==> src/rtl/line_buffer_9x9_if.sv <==
// rtl/line_buffer_9x9_if.sv - pixel-in / column-tap-out bundle for line_buffer_9x9
interface line_buffer_9x9_if;
  logic       done_i;
  logic [7:0] data_i;
  logic [7:0] S1_o;
  logic [7:0] S2_o;
  logic [7:0] S3_o;
  logic [7:0] S4_o;
  logic [7:0] S5_o;
  logic [7:0] S6_o;
  logic [7:0] S7_o;
  logic [7:0] S8_o;
  logic [7:0] S9_o;
  logic       done_o;
  logic       progress_done_o;

  // Upstream pixel source: drives the raster stream, observes the column taps.
  modport master (
    output done_i, data_i,
    input  S1_o, S2_o, S3_o, S4_o, S5_o, S6_o, S7_o, S8_o, S9_o,
    input  done_o, progress_done_o
  );

  // The line buffer itself.
  modport slave (
    input  done_i, data_i,
    output S1_o, S2_o, S3_o, S4_o, S5_o, S6_o, S7_o, S8_o, S9_o,
    output done_o, progress_done_o
  );
endinterface

==> src/rtl/line_buffer_9x9.sv <==
// rtl/line_buffer_9x9.sv - eight chained line delays producing 9-tall pixel columns (option: LINE_BUFFER_9X9_PRIME_EN)
module line_buffer_9x9 #(
  parameter int COLS = 11,
  parameter int ROWS = 11
) (
  input logic               clk,
  input logic               rst,
  line_buffer_9x9_if.slave  bus
);

  localparam int CW = (COLS > 1) ? $clog2(COLS) : 1;
  localparam int RW = (ROWS > 1) ? $clog2(ROWS) : 1;

  // mem[0] is L1 (oldest row), mem[7] is L8 (previous row). All lines share
  // the column pointer, so the entry at col_cnt is exactly the pixel written
  // COLS accepts ago, i.e. the line tail; overwriting it in place is the shift.
  logic [7:0]    mem [8][COLS];
  logic [7:0]    tap_q [9];
  logic [CW-1:0] col_cnt;
  logic [RW-1:0] row_cnt;
  logic          done_q;
  logic          prog_q;
  logic          accept;
  logic          col_last;
  logic          row_last;
  logic          frame_last;
  logic          taps_real;

  assign accept     = bus.done_i;
  assign col_last   = (col_cnt == CW'(COLS - 1));
  assign row_last   = (row_cnt == RW'(ROWS - 1));
  assign frame_last = col_last && row_last;

`ifdef LINE_BUFFER_9X9_PRIME_EN
  logic primed;

  // Once row 8 of a frame is reached all nine taps carry this frame's data;
  // dropping the flag on the last pixel forces every frame to re-prime.
  always_ff @(posedge clk or negedge rst) begin
    if (!rst) begin
      primed <= 1'b0;
    end else if (accept) begin
      if (frame_last) begin
        primed <= 1'b0;
      end else if (row_cnt >= RW'(8)) begin
        primed <= 1'b1;
      end
    end
  end

  assign taps_real = primed || (row_cnt >= RW'(8));
`else
  assign taps_real = 1'b1;
`endif

  // Line storage: each line hands its tail to the line below, new pixel enters L8.
  always_ff @(posedge clk or negedge rst) begin
    if (!rst) begin
      for (int k = 0; k < 8; k++) begin
        for (int c = 0; c < COLS; c++) begin
          mem[k][c] <= '0;
        end
      end
    end else if (accept) begin
      for (int k = 0; k < 7; k++) begin
        mem[k][col_cnt] <= mem[k+1][col_cnt];
      end
      mem[7][col_cnt] <= bus.data_i;
    end
  end

  // Column taps: line tails plus the live pixel, held while idle.
  always_ff @(posedge clk or negedge rst) begin
    if (!rst) begin
      for (int k = 0; k < 9; k++) begin
        tap_q[k] <= '0;
      end
    end else if (accept) begin
      for (int k = 0; k < 8; k++) begin
        tap_q[k] <= mem[k][col_cnt];
      end
      tap_q[8] <= bus.data_i;
    end
  end

  // Raster position: column wraps every row, both wrap at the last frame pixel.
  always_ff @(posedge clk or negedge rst) begin
    if (!rst) begin
      col_cnt <= '0;
      row_cnt <= '0;
    end else if (accept) begin
      if (col_last) begin
        col_cnt <= '0;
        row_cnt <= row_last ? '0 : row_cnt + RW'(1);
      end else begin
        col_cnt <= col_cnt + CW'(1);
      end
    end
  end

  // Registered qualifiers: one pulse per accepted pixel, frame pulse on its last pixel.
  always_ff @(posedge clk or negedge rst) begin
    if (!rst) begin
      done_q <= 1'b0;
      prog_q <= 1'b0;
    end else begin
      done_q <= accept && taps_real;
      prog_q <= accept && frame_last;
    end
  end

  assign bus.S1_o            = tap_q[0];
  assign bus.S2_o            = tap_q[1];
  assign bus.S3_o            = tap_q[2];
  assign bus.S4_o            = tap_q[3];
  assign bus.S5_o            = tap_q[4];
  assign bus.S6_o            = tap_q[5];
  assign bus.S7_o            = tap_q[6];
  assign bus.S8_o            = tap_q[7];
  assign bus.S9_o            = tap_q[8];
  assign bus.done_o          = done_q;
  assign bus.progress_done_o = prog_q;

endmodule

==> src/flat_wrapper.sv <==
// flat-port wrapper written by rule: the top's interface ports become plain ports
module line_buffer_9x9_flat 
#(
  parameter int COLS = 11,
  parameter int ROWS = 11
)
  (clk, rst, bus_done_i, bus_data_i, bus_S1_o, bus_S2_o, bus_S3_o, bus_S4_o, bus_S5_o, bus_S6_o, bus_S7_o, bus_S8_o, bus_S9_o, bus_done_o, bus_progress_done_o);
  line_buffer_9x9_if bus_i ();
  input logic clk;
  input logic rst;
  input wire logic [$bits(bus_i.done_i)-1:0] bus_done_i;
  input wire logic [$bits(bus_i.data_i)-1:0] bus_data_i;
  output wire logic [$bits(bus_i.S1_o)-1:0] bus_S1_o;
  output wire logic [$bits(bus_i.S2_o)-1:0] bus_S2_o;
  output wire logic [$bits(bus_i.S3_o)-1:0] bus_S3_o;
  output wire logic [$bits(bus_i.S4_o)-1:0] bus_S4_o;
  output wire logic [$bits(bus_i.S5_o)-1:0] bus_S5_o;
  output wire logic [$bits(bus_i.S6_o)-1:0] bus_S6_o;
  output wire logic [$bits(bus_i.S7_o)-1:0] bus_S7_o;
  output wire logic [$bits(bus_i.S8_o)-1:0] bus_S8_o;
  output wire logic [$bits(bus_i.S9_o)-1:0] bus_S9_o;
  output wire logic [$bits(bus_i.done_o)-1:0] bus_done_o;
  output wire logic [$bits(bus_i.progress_done_o)-1:0] bus_progress_done_o;
  assign bus_i.done_i = bus_done_i;
  assign bus_i.data_i = bus_data_i;
  assign bus_S1_o = bus_i.S1_o;
  assign bus_S2_o = bus_i.S2_o;
  assign bus_S3_o = bus_i.S3_o;
  assign bus_S4_o = bus_i.S4_o;
  assign bus_S5_o = bus_i.S5_o;
  assign bus_S6_o = bus_i.S6_o;
  assign bus_S7_o = bus_i.S7_o;
  assign bus_S8_o = bus_i.S8_o;
  assign bus_S9_o = bus_i.S9_o;
  assign bus_done_o = bus_i.done_o;
  assign bus_progress_done_o = bus_i.progress_done_o;
  line_buffer_9x9 #(.COLS(COLS), .ROWS(ROWS)) u_core (.clk(clk), .rst(rst), .bus(bus_i));
endmodule
==> config.mk <==
export PLATFORM = sky130hd
export DESIGN_NAME = line_buffer_9x9_flat
export DESIGN_NICKNAME = d
export VERILOG_FILES = /design/src/rtl/line_buffer_9x9_if.sv /design/src/rtl/line_buffer_9x9.sv /design/src/flat_wrapper.sv
export SDC_FILE = /design/constraint.sdc
export NUM_CORES = 1
export LEC_CHECK = 0
export ABC_AREA = 1
export CORE_ASPECT_RATIO = 1.1
export CORE_MARGIN = 2
export CORE_UTILIZATION = 65
export CTS_CLUSTER_SIZE = 14
export DETAILED_ROUTE_END_ITERATION = 8
export PLACE_DENSITY = 0.84
export SKIP_CTS_REPAIR_TIMING = 1
export SYNTH_ARGS = -nofsm -noshare
export SYNTH_HDL_FRONTEND = slang
export SYNTH_SLANG_ARGS = --single-unit
==> constraint.sdc <==
create_clock -name clk -period 5.3 [get_ports clk]
set_clock_uncertainty 0.15 [all_clocks]
set_input_delay 0.795 -clock clk [delete_from_list [all_inputs] [get_ports clk]]
set_output_delay 0.795 -clock clk [all_outputs]
set_load 0.01 [all_outputs]
==> Word-level counts from Yosys, hierarchy flattened <==
Index checks and enable logic that the tools add are counted.
{ "word_totals": {"ff_bits": 786, "input_bits": 11, "output_inout_bits": 74, "elab_cells": 148} }
{ "classes": {"add_sub_neg": 2, "n_lt_le_gt_ge": 2, "eq_ne": 2, "mux": 36, "bitwise": 1, "n_reduce_logical": 4} }
{ "op_table": {"columns": ["operator", "count"], "rows": [
  ["$bwmux W88", 8],
  ["$bmux W8 S4", 8],
  ["$mux W8", 17],
  ["$demux W8 S4", 1],
  ["$add A4 B1 Y4 const B", 2],
  ["$eq A4 B4 Y1 const B", 2],
  ["$mux W4", 2],
  ["$ge A5 B5 Y1 const B", 1],
  ["$lt A5 B1 Y1 const B", 1],
  ["$not A4 Y5", 1],
  ["$logic_and A1 B1 Y1", 3],
  ["$reduce_and A2 Y1", 1]
]} }

==> Logic depth before layout (Yosys ltp) <==
Gate-level depths: netlist of the first run.
{ "logic_depth": {"word_depth": 6, "mapped_depth": 12, "mapped_depth_nobuf": 9} }

==> Worst setup path after synthesis of the first run <==
Ideal clock, no wire load.
{ "synth_path": {"path_type": "input-to-reg", "from": "input bus_done_i", "to": "register u_core.mem[281] (netlist name)", "setup_ps": 66, "arrival_ps": 1878, "required_time_ps": 5084, "slack_ps": 3206, "cell_stages": 9, "path_buffers": 3, "path_cell_list": "buf_4 inv_2 nor3_2 nand2_1 inv_2 buf_2 buf_2 nand2_1 nand2_1"} }
{ "synth_lines": {"columns": ["element", "line_no", "text"], "rows": [
  ["start, declared", "flat_wrapper.sv:11", "input wire logic [$bits(bus_i.done_i)-1:0] bus_done_i;"],
  ["end signal, assigned by index", "line_buffer_9x9.sv:66", "mem[k][col_cnt] <= mem[k+1][col_cnt];"],
  ["end signal, assigned by index", "line_buffer_9x9.sv:68", "mem[7][col_cnt] <= bus.data_i;"],
  ["end, declared", "line_buffer_9x9.sv:17", "logic [7:0] mem [8][COLS];"]
]} }

==> Worst setup path after layout of the first run <==
{ "layout_path": {"from": "register u_core.col_cnt[0]", "to": "register u_core.mem[436] (netlist name)"} }
{ "layout_via": {"elab_chain_cells": 6, "word_cells_on_any_way": 10, "cone_classes": "order compare: 2; mux: 6; bitwise: 1; reduce/logical: 1"} }
{ "layout_lines": {"columns": ["element", "line_no", "text"], "rows": [
  ["start, declared", "line_buffer_9x9.sv:19", "logic [CW-1:0] col_cnt;"],
  ["start signal, assigned", "line_buffer_9x9.sv:96", "col_cnt <= col_cnt + CW'(1);"],
  ["$not A4 Y5 (not written as such) *", "line_buffer_9x9.sv:66", null],
  ["$ge A5 B5 Y1 (not written as such) or $lt A5 B1 Y1 (tied branches)", "line_buffer_9x9.sv:66", null],
  ["$logic_and A1 B1 Y1 (not written as such)", "line_buffer_9x9.sv:66", null],
  ["$mux W8 (not written as such)", "line_buffer_9x9.sv:66", null],
  ["$demux W8 S4", "line_buffer_9x9.sv:66", null],
  ["$bwmux W88 *", "line_buffer_9x9.sv:66", null]
]} }
Every way passes the cells marked *; elsewhere a longest branch is shown, timed or not. The select of a mux whose other input is x is not followed.
A chain may end at the register's enable or synchronous reset.

==> results.toml, run 1 <==
[run_status]
outcome = "finished, final reports clean"

[clock_tree]
cts_tree = "yes"
insertion_delay_ps = 640
h-tree-depth = 3
path_clk_slew_ps = 70
cts.sinks = 786
cts_made_buffers = 78
clockBufferDepth = 3
cts_root_buf = "clkbuf_16"

[critical_path]
crit_required_ps = 5720
path_max_fanout = 150
cp.arrival_ps = 4360
r2r_start = "u_core.col_cnt[0]$_DFFE_PN0P_"
r2r-end = "u_core.mem[436]$_DFFE_PN0P_"
rrSetupSlack_ps = 1370
critical_path.startpoint_type = "flip-flop"
cp-end-kind = "flip-flop"
r2r_cells = 10
criticalPathCategory = "flip-flop to flip-flop"

[logic_synthesis]
yosysUniqueCellTypes = 23
synth_edf_count = 0
synth_most_common_cell = "nand2_1"
synth_simple_gate_area_share_pct = 40.1
synth_area_leaders = "dfrtp_1, nand2_1, nand3_1"
syn_area_mm2 = 0.0370
synth_largest_area_cell = "dfrtp_1"
synth.mux.area_fraction_pct = 0
synth_common_cells = "nand2_1, dfrtp_1, nand3_1, buf_2, clkbuf_1"
async_flop_share_pct = 100
synthCells = 5127
ys_seq_elements = 786
synth_top_family_by_area = "simple AND/OR/NAND/NOR gates"
synth_compound_area_share_pct = 1.40
synth-xor-area-share_pct = 0.0237
ys.flop_type = "dfrtp_1"
ys_seq_area_share_pct = 53.2
syn_nets = 5138
synthAdderAreaFrac_pct = 0
avgSynthCellArea_um2 = 7.21
yosys_warnings = 0
synth_top_area_share_pct = 53.2

[floorplan]
fp.coreArea_mm2 = 0.0561
die_h_um = 254
initial_utilization_pct = 65.8
io_pins = 85
die_w_um = 231
dieArea_mm2 = 0.0588
rows = 91

[placed_design]
gp_congestion = 0.814
place_ws_ps = 1560
hpwl_um = 54700
io_buffers = 84

[sta]
fin_crit_sh_pct = 74.2
finalHoldViolCount = 0
slew-limit-headroom_pct = 13.5
drv_slew = 0
fin_tns_setup_ps = 0
rsz0062_at_grt = "no"
setup-violations-final = 0
fin_crit_ps = 3930
fmax_mhz = 254
worstMarginPinSlew_ps = 1300
fin_ws_ps = 1370

[route]
drtIter0Drc = 4429
drtPass1Iterations = 8
wl_per_cell_um = 19.3
ant_nets = 0
viasPerCell = 5.86
vias = 33900
drc = 0
routed_wl_um = 111000

[global_routing]
grt_pass1_vias = 33000
grtUsageTotal_pct = 38.6
grt_max_degree = 186
grt_overflow = 0
grt_first_pass_wirelength_um = 177000
antenna_found_initial = 0

[power]
p_per_area_mw_per_mm2 = 484
p_leak_uw = 0.0230
p_sw_uw = 7480
pwr-share-seq_pct = 42.1
pwr-share-clk_pct = 28.9
p_int_uw = 11900
peakVddDrop_mv = 0.412
swShare_pct = 38.6
combPwrFrac_pct = 29.0

[flow_run]
drv_cap = 0

[cells_and_area]
syn2layout_area_growth_pct = 8.46
fin_nets = 4991
layout-drive-gt1-share_pct = 4.33
num-fill-cells = 4418
antennaDiodeCount = 0

[worst_hold_path]
min_path_type = "input pin to asynchronous set/reset pin"
==> power groups by stage <==
stage                     logic, uW  clock network, uW  registers, uW
after floorplan                3840                  0           7950
after global placement         5280                  0           8160
after detailed placement       5420                  0           8180
after CTS                      5460               5620           8110
after global routing           6050               5860           8270
final                          5620               5610           8150
==> cells in the final DEF, fill, tap and decap left out <==
cell	instances
nand2_1	3560
dfrtp_1	784
nand3_1	232
clkbuf_16	82
clkdlybuf4s50_1	82
o21ai_0	66
buf_4	39
o21ai_1	34
nor2_1	31
clkinv_2	25
clkbuf_8	16
inv_1	13
clkbuf_1	13
buf_12	12
nor2_4	11
inv_2	7
nand3_2	5
inv_6	3
nand2_4	3
clkinvlp_4	3
bufinv_16	3
a21oi_1	2
nor3_1	2
dfrtp_4	2
nor2_2	1
nand3_4	1
inv_8	1
nor3_2	1
nand2_2	1
a31oi_1	1
xor2_1	1
clkinv_8	1
buf_8	1
==> sequential cells by signal (all words and copies together) (netlist names), 4 cells and up <==
name / count
u_core.col_cnt: 4
u_core.bus.S3_o: 8
u_core.bus.S1_o: 8
u_core.bus.S7_o: 8
u_core.bus.S2_o: 8
u_core.row_cnt: 4
u_core.bus.S4_o: 8
u_core.bus.S5_o: 8
u_core.mem: 704
u_core.bus.S6_o: 8
u_core.bus.S8_o: 8
u_core.bus.S9_o: 8
==> how the worst max path moves through the flow <==
stage / start / endpoint / slack (ps) / depth (start not counted)
detailed placement: u_core.col_cnt[0]$_DFFE_PN0P_ / u_core.mem[436]$_DFFE_PN0P_ / 1560 / 10
CTS: u_core.col_cnt[0]$_DFFE_PN0P_ / u_core.mem[436]$_DFFE_PN0P_ / 1550 / 10
global route: u_core.col_cnt[0]$_DFFE_PN0P_ / u_core.bus.S6_o[3]$_DFFE_PN0P_ / 1180 / 10
finish: u_core.col_cnt[0]$_DFFE_PN0P_ / u_core.mem[436]$_DFFE_PN0P_ / 1370 / 10
floorplan: bus_done_i / u_core.mem[281]$_DFFE_PN0P_ / 3210 / 9
global placement: u_core.col_cnt[0]$_DFFE_PN0P_ / u_core.mem[132]$_DFFE_PN0P_ / 1660 / 10
==> area by class of cell <==
type / count / area, um2 / share of cell area, %
sequential: 786 / 19700 / 49.1
multi-input combinational: 3952 / 15400 / 38.5
clock buffer: 111 / 2320 / 5.79
timing repair buffer: 134 / 1370 / 3.41
tap: 744 / 931 / 2.32
clock inverter: 28 / 241 / 0.602
inverter: 28 / 125 / 0.312
==> cells by family (layout without fill, tap and decap cells) <==
logic type / count (synthesis) / count (layout)
compound gates: 103 / 103
xor+xnor: 1 / 1
buf+inv: 389 / 301
flops: 786 / 786
simple gates: 3848 / 3848
==> layer usage <==
layer,wire [um],global-route usage [%],vias to the layer above
li1,-,-,15200
met1,41800,50.2,16000
met2,51600,61.7,2242
met3,12700,7.29,449
met4,5360,20.7,0
met5,0,0,-
==> through the flow <==
step           instances  utilization [%]  cell area, um2  power (uW)  hold slack, ps
4_1_cts             5783             71.4           40100       19200             105
3_3_place_gp        5644             66.9           37500       13400             311
6_report            5783             71.4           40100       19400            70.3
2_1_floorplan       5127                -           37000       11800             299
5_1_grt             5783             71.4           40100       20200             150
3_5_place_dp        5644             66.9           37500       13600             313
==> worst max-delay path, stage by stage, from the launching register on <==
cell     delay, ps
dfrtp_4        910
buf_4          740
buf_12         640
nand2_1        130
nand2_1        110
nand2_1         50
nand2_1        110
nand2_1         50
nand3_1        590
nand2_1        150
nand2_1        110
(Power assumes the default switching activity.)
==> run 2, diff against run 1 <==
- CORE_UTILIZATION: 65 -> 62
- PLACE_DENSITY: 0.84 -> 0.81
- clock period: 5.3 -> 3.7 ns (I/O delays scaled with it)
==> run 2 against run 1 <==
Sequential power rose by 42%. Global-route usage fell by 1.9 points. Die area rose by 4.8%. Non-clock buffer count rose by 31. Critical path depth fell by 3. Via count fell by 1.5%. Maximum frequency rose by 34%. Register-to-register slack got worse by 610 ps. Sequential share of layout area fell by 0.60 points. Sequential cell count did not move. First-iteration DRC count fell by 3.4%. Critical path type unchanged. Largest power group unchanged. Highest routed layer unchanged.
==> results.toml, run 2 (same netlist as run 1, synthesis figures left out) <==
[clock_tree]
cts_root_buf = "clkbuf_16"
path_clk_slew_ps = 60
cts.sinks = 786
h-tree-depth = 3
cts_tree = "yes"
cts_made_buffers = 79
clockBufferDepth = 3
insertion_delay_ps = 640

[sta]
worstMarginPinSlew_ps = 1100
fin_crit_sh_pct = 79.6
fin_tns_setup_ps = 0
fin_crit_ps = 2950
setup-violations-final = 0
slew-limit-headroom_pct = 26.5
fmax_mhz = 339
drv_slew = 0
rsz0062_at_grt = "no"
fin_ws_ps = 754
hold_slack_ps = 197
finalHoldViolCount = 0

[critical_path]
path_max_fanout = 77
r2r_cells = 7
criticalPathCategory = "flip-flop to flip-flop"
cp-end-kind = "flip-flop"
cp.arrival_ps = 3350
critical_path.startpoint_type = "flip-flop"
r2r-end = "u_core.mem[438]$_DFFE_PN0P_"
critPathLaunch = "u_core.col_cnt[1]$_DFFE_PN0P_"
setup.worst_path.end = "u_core.mem[438]$_DFFE_PN0P_"
crit_required_ps = 4110
rrSetupSlack_ps = 750
r2r_start = "u_core.col_cnt[1]$_DFFE_PN0P_"

[floorplan]
die_h_um = 260
dieArea_mm2 = 0.0616
die_w_um = 237
io_pins = 85
initial_utilization_pct = 62.9
rows = 93
fp.coreArea_mm2 = 0.0588

[cells_and_area]
antennaDiodeCount = 0
layout-drive-gt1-share_pct = 4.81
syn2layout_area_growth_pct = 9.81
layout_commonest_cell = "nand2_1"
fin_nets = 5023
final_cell_mix = "nand2_1, dfrtp_1, nand3_1"
largest_reg_flops = 704
final_cells = 5832
largest_register = "u_core.mem"
num-fill-cells = 4763

[power]
peakVddDrop_mv = 0.515
p_per_area_mw_per_mm2 = 694
p_leak_uw = 0.0232
total_power_uw = 28200

[route]
top_layer = "met4"
wl_met3_um = 11500
drtIter0Drc = 4280
vias = 33400
met1Wirelength_um = 42200
wl_per_cell_um = 19.0
ant_nets = 0
viasPerCell = 5.72
drtPass1Iterations = 6
routed_wl_um = 111000
wl_met2_um = 51100
drc = 0

[placed_design]
hpwl_um = 57400
gp_congestion = 0.834
io_buffers = 84
dp.cells = 5690
place_ws_ps = 848

[global_routing]
grt_pass1_vias = 32700
grtUsageTotal_pct = 36.7
antenna_found_initial = 0
grt_overflow = 0
grt_first_pass_wirelength_um = 177000
grt_max_degree = 141

[worst_hold_path]
min_path_type = "input pin to flip-flop"

[flow_run]
drv_cap = 0

[run_status]
outcome = "finished, final reports clean"
## run 2: cell count changes in the layout (fill, tap and decap cells not counted), moves of 2 or more
cell | previous run | this run
buf_12 | 12 | 26
buf_4 | 39 | 55
bufinv_16 | 3 | 7
clkbuf_1 | 13 | 19
clkinv_2 | 25 | 22
clkinvlp_4 | 3 | 1
inv_2 | 7 | 5
inv_6 | 3 | 5
## run 2: final cells by class
cell class	instances	area [um2]	share of cell area, %
timing repair buffer	165	1780	4.38
clock inverter	26	323	0.795
tap	760	951	2.34
multi-input combinational	3952	15400	38.0
sequential	786	19700	48.5
inverter	28	128	0.314
clock buffer	115	2300	5.68
## run 2: routing by layer
| metal | GRT usage (%) | vias to the layer above |
|---|---|---|
| li1 | - | 15300 |
| met1 | 47.7 | 15800 |
| met2 | 58.9 | 1911 |
| met3 | 6.87 | 422 |
| met4 | 19.9 | 0 |
| met5 | 0 | - |
## run 2: stage by stage
stage          util, %  instance area, um2
6_report          69.1               40600
5_1_grt           69.1               40600
4_1_cts           69.0               40600
3_5_place_dp      64.6               37900
3_3_place_gp      64.6               37900
2_1_floorplan        -               37000
## run 2: worst min-delay path by stage
stage                                    from                              to  slack, ps  cells past startpoint
6_report                           bus_done_i   u_core.col_cnt[2]$_DFFE_PN0P_        200                      3
5_1_grt                            bus_done_i   u_core.col_cnt[2]$_DFFE_PN0P_        220                      3
4_1_cts                                   rst     u_core.mem[118]$_DFFE_PN0P_       -220                      1
3_5_place_dp   u_core.bus.S9_o[7]$_DFFE_PN0P_  u_core.bus.S9_o[7]$_DFFE_PN0P_        310                      2
3_3_place_gp   u_core.bus.S9_o[7]$_DFFE_PN0P_  u_core.bus.S9_o[7]$_DFFE_PN0P_        310                      2
2_1_floorplan                             rst  u_core.bus.S1_o[0]$_DFFE_PN0P_        110                      0
## run 2: worst max-delay path: stages (launching register included)
cell and delay (ps):
dfrtp_4 660, buf_12 320, nor3_2 520, nand2_4 470
inv_2 200, buf_12 300, nand2_1 90, nand2_1 100
## run 2: where the power goes
part | internal [uW] | total (uW) | leakage [uW] | switching (uW)
combinational | 2220 | 8330 | 0.0112 | 6110
clock | 4810 | 8220 | 0.00130 | 3410
sequential | 10400 | 11600 | 0.0107 | 1150
